$ cat src/rtl/irq_controller_pkg.sv
// Shared types and defaults for the external interrupt controller.
// State encodings are fixed because they are visible on debug taps.
package irq_controller_pkg;

   localparam int N_SRC_DEF = 4;
   localparam int ID_W_DEF  = 2;
   localparam int LOST_W_DEF = 8;

   typedef enum logic [1:0] {
      IRQ_IDLE    = 2'd0,
      IRQ_REQ     = 2'd1,
      IRQ_SERVICE = 2'd2
   } irq_state_e;

endpackage

$ cat src/rtl/irq_controller_if.sv
// Signal bundle between the interrupt controller (slave) and the
// platform/cp0 side (master) that drives sources, mask writes and handshakes.
interface irq_controller_if
   import irq_controller_pkg::*;
#(
   parameter int N_SRC  = N_SRC_DEF,
   parameter int ID_W   = ID_W_DEF,
   parameter int LOST_W = LOST_W_DEF
);
   logic [N_SRC-1:0]  src_in;
   logic              mask_we;
   logic [N_SRC-1:0]  mask_wdata;
   logic              cp0_ir;
   logic              eret;
   logic              ir_req;
   logic [ID_W-1:0]   irq_id;
   logic              irq_active;
   logic [N_SRC-1:0]  pending;
   logic [N_SRC-1:0]  mask;
   logic [LOST_W-1:0] lost_cnt;

   modport master (
      output src_in, mask_we, mask_wdata, cp0_ir, eret,
      input  ir_req, irq_id, irq_active, pending, mask, lost_cnt
   );

   modport slave (
      input  src_in, mask_we, mask_wdata, cp0_ir, eret,
      output ir_req, irq_id, irq_active, pending, mask, lost_cnt
   );
endinterface

$ cat src/rtl/irq_controller_prio_enc.sv
// Combinational fixed-priority encoder: the lowest set index wins.
module irq_prio_enc #(
   parameter int N_SRC = 4,
   parameter int ID_W  = 2
) (
   input  logic [N_SRC-1:0] req,
   output logic [ID_W-1:0]  id,
   output logic             valid
);

   // Scan from the top down so the lowest set bit is the last one written.
   always_comb begin
      id    = '0;
      valid = 1'b0;
      for (int i = N_SRC - 1; i >= 0; i--) begin
         if (req[i]) begin
            id    = ID_W'(i);
            valid = 1'b1;
         end
      end
   end

endmodule

$ cat src/rtl/irq_controller.sv
// External interrupt controller in front of cp0: edge-detects sources, keeps a
// masked pending set, and feeds one request at a time to cp0 until ERET.
module irq_controller
   import irq_controller_pkg::*;
#(
   parameter int               N_SRC    = N_SRC_DEF,
   parameter int               ID_W     = ID_W_DEF,
   parameter logic [N_SRC-1:0] MASK_RST = '1,
   parameter int               LOST_W   = LOST_W_DEF
) (
   input logic             clk,
   input logic             rst,
   irq_controller_if.slave bus
);

   irq_state_e        state_q, state_d;
   logic [ID_W-1:0]   irq_id_q, irq_id_d;
   logic [N_SRC-1:0]  pending_q, pending_d;
   logic [N_SRC-1:0]  mask_q, mask_d;
   logic [N_SRC-1:0]  src_prev_q, src_prev_d;
   logic [LOST_W-1:0] lost_cnt_q, lost_cnt_d;

   logic [N_SRC-1:0]  src_edge;
   logic [N_SRC-1:0]  clr;
   logic [N_SRC-1:0]  elig;
   logic [N_SRC-1:0]  elig_req;
   logic [ID_W-1:0]   pick_id;
   logic              pick_valid;

   assign elig = pending_q & mask_q;

   irq_prio_enc #(.N_SRC(N_SRC), .ID_W(ID_W)) u_prio_enc (
      .req   (elig),
      .id    (pick_id),
      .valid (pick_valid)
   );

   // A held request is dropped against the mask being written this cycle,
   // so a mask write retracts ir_req on the very next cycle.
   always_comb begin
      src_prev_d = bus.src_in;
      src_edge   = bus.src_in & ~src_prev_q;
      mask_d     = bus.mask_we ? bus.mask_wdata : mask_q;
      elig_req   = pending_q & mask_d;
      clr        = '0;
      state_d    = state_q;
      irq_id_d   = irq_id_q;

      case (state_q)
         IRQ_IDLE: begin
            if (pick_valid) begin
               state_d  = IRQ_REQ;
               irq_id_d = pick_id;
            end
         end
         IRQ_REQ: begin
            if (bus.cp0_ir) begin
               state_d = IRQ_SERVICE;
               clr     = N_SRC'(1) << irq_id_q;
            end else if (!elig_req[irq_id_q]) begin
               state_d = IRQ_IDLE;
            end
         end
         IRQ_SERVICE: begin
            if (bus.eret) begin
               state_d = IRQ_IDLE;
            end
         end
         default: state_d = IRQ_IDLE;
      endcase

      pending_d  = (pending_q & ~clr) | src_edge;
      lost_cnt_d = lost_cnt_q;
      if (((src_edge & pending_q) != '0) && (lost_cnt_q != '1)) begin
         lost_cnt_d = lost_cnt_q + 1'b1;
      end
   end

   always_ff @(posedge clk) begin
      if (rst) begin
         state_q    <= IRQ_IDLE;
         irq_id_q   <= '0;
         pending_q  <= '0;
         mask_q     <= MASK_RST;
         src_prev_q <= '0;
         lost_cnt_q <= '0;
      end else begin
         state_q    <= state_d;
         irq_id_q   <= irq_id_d;
         pending_q  <= pending_d;
         mask_q     <= mask_d;
         src_prev_q <= src_prev_d;
         lost_cnt_q <= lost_cnt_d;
      end
   end

   assign bus.ir_req     = (state_q == IRQ_REQ);
   assign bus.irq_active = (state_q == IRQ_REQ) || (state_q == IRQ_SERVICE);
   assign bus.irq_id     = irq_id_q;
   assign bus.pending    = pending_q;
   assign bus.mask       = mask_q;
   assign bus.lost_cnt   = lost_cnt_q;

endmodule

$ cat src/flat_wrapper.sv
// flat-port wrapper written by rule: the top's interface ports become plain ports
module irq_controller_flat import irq_controller_pkg::*;
#(
   parameter int               N_SRC    = N_SRC_DEF,
   parameter int               ID_W     = ID_W_DEF,
   parameter logic [N_SRC-1:0] MASK_RST = '1,
   parameter int               LOST_W   = LOST_W_DEF
)
  (clk, rst, bus_src_in, bus_mask_we, bus_mask_wdata, bus_cp0_ir, bus_eret, bus_ir_req, bus_irq_id, bus_irq_active, bus_pending, bus_mask, bus_lost_cnt);
  irq_controller_if #(.N_SRC(N_SRC), .ID_W(ID_W), .LOST_W(LOST_W)) bus_i ();
  input logic clk;
  input logic rst;
  input wire logic [$bits(bus_i.src_in)-1:0] bus_src_in;
  input wire logic [$bits(bus_i.mask_we)-1:0] bus_mask_we;
  input wire logic [$bits(bus_i.mask_wdata)-1:0] bus_mask_wdata;
  input wire logic [$bits(bus_i.cp0_ir)-1:0] bus_cp0_ir;
  input wire logic [$bits(bus_i.eret)-1:0] bus_eret;
  output wire logic [$bits(bus_i.ir_req)-1:0] bus_ir_req;
  output wire logic [$bits(bus_i.irq_id)-1:0] bus_irq_id;
  output wire logic [$bits(bus_i.irq_active)-1:0] bus_irq_active;
  output wire logic [$bits(bus_i.pending)-1:0] bus_pending;
  output wire logic [$bits(bus_i.mask)-1:0] bus_mask;
  output wire logic [$bits(bus_i.lost_cnt)-1:0] bus_lost_cnt;
  assign bus_i.src_in = bus_src_in;
  assign bus_i.mask_we = bus_mask_we;
  assign bus_i.mask_wdata = bus_mask_wdata;
  assign bus_i.cp0_ir = bus_cp0_ir;
  assign bus_i.eret = bus_eret;
  assign bus_ir_req = bus_i.ir_req;
  assign bus_irq_id = bus_i.irq_id;
  assign bus_irq_active = bus_i.irq_active;
  assign bus_pending = bus_i.pending;
  assign bus_mask = bus_i.mask;
  assign bus_lost_cnt = bus_i.lost_cnt;
  irq_controller #(.N_SRC(N_SRC), .ID_W(ID_W), .MASK_RST(MASK_RST), .LOST_W(LOST_W)) u_core (.clk(clk), .rst(rst), .bus(bus_i));
endmodule
$ cat config.mk
export PLATFORM = sky130hd
export DESIGN_NAME = irq_controller_flat
export DESIGN_NICKNAME = d
export VERILOG_FILES = /design/src/rtl/irq_controller_pkg.sv /design/src/rtl/irq_controller_if.sv /design/src/rtl/irq_controller_prio_enc.sv /design/src/rtl/irq_controller.sv /design/src/flat_wrapper.sv
export SDC_FILE = /design/constraint.sdc
export NUM_CORES = 1
export LEC_CHECK = 0
export CAP_MARGIN = 40
export CORE_ASPECT_RATIO = 1.5
export CORE_UTILIZATION = 23
export CTS_CLUSTER_SIZE = 24
export DETAILED_ROUTE_END_ITERATION = 10
export PLACE_DENSITY = 0.45
export SYNTH_ARGS = -nofsm -noshare
export SYNTH_HDL_FRONTEND = slang
export SYNTH_HIERARCHICAL = 1
export SYNTH_SLANG_ARGS = --single-unit
$ cat constraint.sdc
create_clock -name clk -period 4.72 [get_ports clk]
set_clock_uncertainty 0.05 [all_clocks]
set_input_delay 0.944 -clock clk [delete_from_list [all_inputs] [get_ports clk]]
set_output_delay 0.944 -clock clk [all_outputs]
set_load 0.02 [all_outputs]
# Yosys cells after proc, flatten, opt, wreduce, memory -nomap -nowiden
# Cells that the tools add are included.
# totals
inputBits	13
word_cells	47
output_inout_bits	20
reg_bits	24
# op_classes
magnitude_cmp	1
mux	18
shift	1
n_addsub	1
eq_ne	6
n_bitwise	8
n_reduce_logical	6
# op_table
cell	count
AND 4 bit	5
2-to-1 mux 2 bit	8
2-to-1 mux 4 bit	3
adder 8 x 1 -> 8 bit, second input constant	1
!= test 8 bit, second input constant	1
inverter 4 bit	2
one-hot mux 2 bit (3 select lines)	1
2-to-1 mux 1 bit	5
OR 4 bit	1
nonzero test 4 bit	1
<< shifter 1 x 2 -> 4 bit, first input constant	1
less-than comparator 2 x 3 -> 1 bit, second input constant	1
!= test 3 bit, second input constant	1
AND reduction 3 bit	1
binary-select mux 1 bit (select 2 bit)	1
equality test 2 x 1 -> 1 bit, second input constant	1
equality test 2 bit, second input constant	1
logical NOT 2 bit	1
!= test 2 x 1 -> 1 bit, second input constant	1
!= test 2 bit, second input constant	1
AND reduction 2 bit	1
logical AND 1 bit	1
logical OR 1 bit	1

# Depth between registers and ports, before layout
# Gate-level depths: netlist (run 1).
# logic_depth
depth_word	7
depth_mapped	6

# By module
# Netlist (run 1), hierarchy kept.
# modules_own_cells
mod	cells_each	instances	area_per_inst_um2
irq_controller	132	1	1177.4
irq_prio_enc	7	1	35.0

# Worst setup path before layout (run 1)
# No wires, ideal clock.
# synth_timing
path_type	input to register
from	input port bus_mask_we
to	register u_core.state_q[1]
path_stages	5
required_time_ns	4.547
arrival_time_ns	2.045
path_buffers	1
setup_slack_ns	2.502
path_cell_list	clkbuf_2 mux2i_1 o221ai_1 a41oi_2 mux2_1
# synth_via
elab_chain_len	6
# synth_lines
item	line_no	text
from (decl)	flat_wrapper.sv:14	input wire logic [$bits(bus_i.mask_we)-1:0] bus_mask_we;
2-to-1 mux 4 bit	irq_controller.sv:43	mask_d = bus.mask_we ? bus.mask_wdata : mask_q;
AND 4 bit	irq_controller.sv:44	elig_req = pending_q & mask_d;
binary-select mux 1 bit (select 2 bit)	irq_controller.sv:60	end else if (!elig_req[irq_id_q]) begin
2-to-1 mux 1 bit (not written as such)	irq_controller.sv:60	
!= test 3 bit (no line)	n/a	
AND reduction 3 bit (no line)	n/a	
to (signal assigned)	irq_controller.sv:88	state_q <= state_d;
to (decl)	irq_controller.sv:16	irq_state_e state_q, state_d;
# No other way between the ends. The select of a mux whose other input is x is not followed.
# A chain may end at the register's enable or synchronous reset.

# Worst setup path after layout (run 1)
# layout_timing
from	register u_core.state_q[1]
to	output port bus_ir_req
# layout_via
elab_chain_len	1
# layout_lines
item	line_no	text
equality test 2 x 1 -> 1 bit	irq_controller.sv:97	assign bus.ir_req = (state_q == IRQ_REQ);
to (decl)	flat_wrapper.sv:18	output wire logic [$bits(bus_i.ir_req)-1:0] bus_ir_req;
# No other way between the ends.

==> flow_metrics.env, run 1 <==
export IMPL_outcome="finished, final reports clean"
export IMPL_grt_start_max_net_pins=25
export IMPL_antenna_found_initial=0
export IMPL_power_mw=0.565
export IMPL_final_area_um2=1670
export IMPL_layout_common_cells="clkdlybuf4s50_1 (32), dfxtp_1 (24), a21oi_1 (13)"
export IMPL_min_path_type="flop to flop"
export IMPL_start_util_pct=23.7
export IMPL_io_buffers=32
export IMPL_cts_buffers=3
export IMPL_crit_arrival_ns=1.64
export IMPL_io_pins=33
export IMPL_required_ns=3.73
export IMPL_core_area_um2=5120
export IMPL_cts_sinks=24
export IMPL_ys_flop_type="dfxtp_1"
export IMPL_cts_tree="done"
export IMPL_wl_mm=2.95
export IMPL_r2r_slack_ns=2.78
export IMPL_critical_path_max_fanout=5
export IMPL_grt_pass1_wl_mm=4.73
export IMPL_finalHoldViolCount=0
export IMPL_final_min_clock_period_ns=2.64
export IMPL_clock_fmax_mhz=379
export IMPL_ctsResizeCount=0
export IMPL_synth_area_um2=1210
export IMPL_drt_initial_drc_count=34
export IMPL_synth_edf_count=0
export IMPL_clk_latency_ns=0.26
export IMPL_tns_ns=0
export IMPL_area_growth_synth_to_final_pct=37.9
export IMPL_maxSlewHeadroom_pct=57.4
export IMPL_postCtsSetupRepairBufs=0
export IMPL_final_util_pct=32.6
export IMPL_cts_buffer_depth=2
export IMPL_routed_via_density=4.60
export IMPL_globalRouteOverflowTotal=0
export IMPL_power_density_nw_per_um2=338
export IMPL_finalSetupViolations=0
export IMPL_placed_cells=233
export IMPL_fill_cells=569
export IMPL_worstSetupEndpointType="output port"
export IMPL_seq_area_frac_synth_pct=39.6
export IMPL_dp_slack_ns=1.92
export IMPL_ant_nets=0
export IMPL_grt_pass1_vias=1050
export IMPL_first_pass_iters=4
export IMPL_slew_viol_final=0
export IMPL_reg2reg_from="u_core/bus.lost_cnt[0]"
export IMPL_finalCritPeriodShare_pct=55.9
export IMPL_root_buffer="clkbuf_8"
export IMPL_ys_ff_latch=24
export IMPL_finalWorstSetupSlack_ns=2.08
export IMPL_gp_congestion=0.691
export IMPL_ys_types=33
export IMPL_worst_setup_path_type="flop to output port"
export IMPL_cts_htree_levels=1
export IMPL_die_h_um=90.9
export IMPL_drive_above_1_share_pct=5.92
export IMPL_wl_per_cell_um=12.5
export IMPL_syn_inst=139
export IMPL_nets=188
export IMPL_endpoint="bus_ir_req"
export IMPL_remaining_drc_errors=0
export IMPL_max_cap_violations=0
export IMPL_die_width_um=61.3
export IMPL_setup_worst_path_start_class="flop"
export IMPL_crit_reg2reg_capture="u_core/bus.lost_cnt[5]"
export IMPL_worstSetupStartpoint="u_core/state_q[1]"
export IMPL_r2r_cells=5
export IMPL_holdBufCountCts=0
export IMPL_multi_input_area_um2=666
export IMPL_worstMarginPinSlew_ns=0.637
export IMPL_num_rows=32
export IMPL_num_vias=1091
export IMPL_final_common_cell="clkdlybuf4s50_1"
export IMPL_synth_nets=157
export IMPL_dp_hpwl_mm=2.26
export IMPL_peakVddDrop_mv=0.140
export IMPL_ff_latch_area_um2=480
export IMPL_grt_usage_pct=11.4
export IMPL_synth_warnings=6
export IMPL_placed_area_um2=1600
export IMPL_avgSynthCellArea_um2=8.72
export IMPL_timing_hold_ws_ns=0.458
export IMPL_leakage_nw=0.592
export IMPL_synthArstFlopShare_pct=0
export IMPL_rsz0062_at_grt="no"
export IMPL_path_clk_slew_ns=0.08
export IMPL_antennaDiodeCount=0
export IMPL_dieArea_um2=5570
export IMPL_instances_no_fill=237
[routing by layer]
layer	part of all wire [%]	wire, um	up-vias	track usage [%]
met5	0	0	-	0
met1	40	1180	505	12.8
met2	54	1600	32	20.3
li1	-	-	550	-
met4	1.6	46	0	4.55
met3	4.2	124	4	1.72
[critical path, stage by stage, from the launching register on]
cell	delay [ns]
dfxtp_1	0.33
inv_1	0.11
ha_1	0.29
clkdlybuf4s50_1	0.65
[Yosys cell counts (3+ instances only)]
| library cell | n | area share [%] |
|---|---|---|
| nand3_1 | 4 | 1.7 |
| nand3b_1 | 3 | 1.9 |
| inv_1 | 9 | 2.8 |
| clkbuf_1 | 4 | 1.2 |
| nor2b_1 | 7 | 3.6 |
| a21oi_1 | 13 | 5.4 |
| and2_1 | 4 | 2.1 |
| nand4_1 | 4 | 2.1 |
| nor2_1 | 8 | 2.5 |
| o31ai_1 | 5 | 3.1 |
| or4_1 | 4 | 2.5 |
| nand2_1 | 9 | 2.8 |
| ha_1 | 5 | 5.2 |
| nand2b_1 | 10 | 5.2 |
| dfxtp_1 | 24 | 40 |
| mux2i_1 | 5 | 4.1 |
[area by class of cell]
cell class,count,area share [%]
clock inverter,1,1.80
tap,68,5.09
timing repair buffer,33,20.1
clock buffer,3,2.47
multi-input combinational,99,39.8
inverter,9,2.02
sequential,24,28.7
[registers in the layout, indices dropped and copies added, names as in the netlist]
register / count
u_core/bus.lost_cnt: 8
u_core/state_q: 2
u_core/bus.irq_id: 2
u_core/bus.pending: 4
u_core/src_prev_q: 4
u_core/bus.mask: 4
[where the power goes]
group | switching, mW | internal [mW] | total (mW)
Combinational | 0.0803 | 0.0730 | 0.153
Sequential | 0.0162 | 0.218 | 0.234
Clock | 0.0643 | 0.113 | 0.178
[how the worst min path moves through the flow]
stage	from	end	slack, ns	cells after the start
after floorplan	u_core/state_q[0]	u_core/state_q[0]	0.42	2
after global placement	u_core/src_prev_q[1]	u_core/bus.pending[1]	0.44	2
after detailed placement	u_core/src_prev_q[1]	u_core/bus.pending[1]	0.45	2
after CTS	u_core/state_q[0]	u_core/state_q[0]	0.46	2
after global routing	u_core/src_prev_q[1]	u_core/bus.pending[1]	0.48	2
final	u_core/bus.lost_cnt[6]	u_core/bus.lost_cnt[6]	0.46	2
[kinds of logic after synthesis]
| kind of cell | share of synthesized area (%) |
|---|---|
| and+or+nand+nor | 28.0 |
| AOI/OAI and AO/OA | 15.8 |
| DFF | 39.6 |
| buffers and inverters | 5.47 |
| muxes | 5.99 |
| adders and majority gates | 5.16 |
Power figures use the tool's default switching activity.
==> run 2, diff against run 1 <==
==> constraint.sdc (replaced) <==
create_clock -name clk -period 2.7 [get_ports clk]
set_clock_uncertainty 0.05 [all_clocks]
set_input_delay 0.54 -clock clk [delete_from_list [all_inputs] [get_ports clk]]
set_output_delay 0.54 -clock clk [all_outputs]
set_load 0.02 [all_outputs]
==> flow_metrics.env, run 2 (same netlist as run 1, synthesis figures left out) <==
export IMPL_io_pins=33
export IMPL_io_buffers=32
export IMPL_critical_path_max_fanout=5
export IMPL_worstPathCellList="inv_1, ha_1, clkdlybuf4s50_1"
export IMPL_crit_arrival_ns=1.67
export IMPL_finalHoldViolCount=0
export IMPL_drt_initial_drc_count=37
export IMPL_grt_pass1_wl_mm=5.11
export IMPL_worst_setup_path_type="flop to output port"
export IMPL_postCtsSetupRepairBufs=0
export IMPL_ctsResizeCount=0
export IMPL_setup_worst_path_start_class="flop"
export IMPL_power_density_nw_per_um2=600
export IMPL_cpLargestDelayFamily="buffers and inverters"
export IMPL_clock_fmax_mhz=443
export IMPL_slowest_delay_ns=0.65
export IMPL_first_pass_iters=5
export IMPL_largest_reg_flops=8
export IMPL_tns_ns=0
export IMPL_finalSetupViolations=0
export IMPL_num_vias=1087
export IMPL_maxSlewHeadroom_pct=58.9
export IMPL_routed_via_density=4.59
export IMPL_gp_congestion=0.700
export IMPL_antenna_found_initial=0
export IMPL_min_path_type="flop to flop"
export IMPL_dp_hpwl_mm=2.40
export IMPL_ant_nets=0
export IMPL_holdBufCountCts=0
export IMPL_path_clk_slew_ns=0.09
export IMPL_crit_buf_inv=2
export IMPL_layout_common_cells="clkdlybuf4s50_1 (32), dfxtp_1 (24), a21oi_1 (13)"
export IMPL_die_width_um=61.3
export IMPL_area_growth_synth_to_final_pct=37.3
export IMPL_worstSetupEndpointType="output port"
export IMPL_antennaDiodeCount=0
export IMPL_cts_tree="done"
export IMPL_rsz0062_at_grt="no"
export IMPL_cts_htree_levels=1
export IMPL_required_ns=2.11
export IMPL_drive_above_1_share_pct=5.92
export IMPL_die_h_um=90.9
export IMPL_grt_usage_pct=12.2
export IMPL_slew_viol_final=0
export IMPL_globalRouteOverflowTotal=0
export IMPL_clk_latency_ns=0.26
export IMPL_final_common_cell="clkdlybuf4s50_1"
export IMPL_grt_start_max_net_pins=16
export IMPL_nets=188
export IMPL_grt_pass1_vias=1117
export IMPL_wl_per_cell_um=13.1
export IMPL_cts_sinks=24
export IMPL_cpMaxStageDelayCell="clkdlybuf4s50_1"
export IMPL_final_min_clock_period_ns=2.26
export IMPL_start_util_pct=23.7
export IMPL_cts_buffer_depth=2
export IMPL_max_cap_violations=0
export IMPL_timing_hold_ws_ns=0.466
export IMPL_peakVddDrop_mv=0.179
export IMPL_num_rows=32
export IMPL_core_area_um2=5120
export IMPL_cts_buffers=3
export IMPL_finalCritPeriodShare_pct=83.6
export IMPL_worstMarginPinSlew_ns=0.614
export IMPL_remaining_drc_errors=0
export IMPL_root_buffer="clkbuf_8"
export IMPL_wl_mm=3.10
export IMPL_dieArea_um2=5570
export IMPL_leakage_nw=0.590
export IMPL_outcome="finished, final reports clean"
-- run 2: cell counts in the layout (fill, tap and decap cells not counted) --
Identical to the previous run, type by type.
-- run 2: report_power, final --
group	switching [mW]	internal (mW)
registers	0.0290	0.381
clock network	0.120	0.198
logic	0.145	0.127
-- run 2: cell type report --
type,instances,area [um2]
Inverter,9,33.8
Timing Repair Buffer,33,328
Clock buffer,3,41.3
Clock inverter,1,30.0
Sequential cell,24,480
Fill cell,564,3460
Multi-Input combinational cell,99,666
Tap cell,68,85.1
-- run 2: final timing paths --
kind | start | endpoint | slack [ns] | cells past startpoint
setup reg to reg | u_core/bus.lost_cnt[0] | u_core/bus.lost_cnt[5] | 0.79 | 5
setup / recovery | u_core/state_q[1] | bus_ir_req | 0.44 | 3
hold / removal | u_core/src_prev_q[1] | u_core/bus.pending[1] | 0.47 | 2
hold reg to reg | u_core/src_prev_q[1] | u_core/bus.pending[1] | 0.47 | 2
-- run 2: tightest hold or removal path: cells and delay by family (launching register included) --
kind / cells / cell delay, ns
AO/OA/AOI/OAI: 1 / 0.05
flip-flops: 1 / 0.33
AND/OR/NAND/NOR: 1 / 0.10
-- run 2: metrics by stage --
step / setup WS, ns / area [um2] / util (%) / total power, mW / cells
after floorplan: 0.886 / 1210 / - / 0.582 / 139
after global routing: 0.350 / 1660 / 32.5 / 1.06 / 237
after global placement: 0.391 / 1590 / 31.1 / 0.687 / 233
after CTS: 0.424 / 1660 / 32.5 / 1.02 / 237
final: 0.442 / 1660 / 32.5 / 0.999 / 237
after detailed placement: 0.322 / 1590 / 31.1 / 0.692 / 233
-- run 2: layer usage --
metal  share of wire (%)  up-vias  GRT usage, %
li1                    -      549             -
met1                  41      503          13.9
met2                  54       31          21.6
met3                 3.9        4          1.43
met4                 1.7        0          5.49
met5                   0        -             0
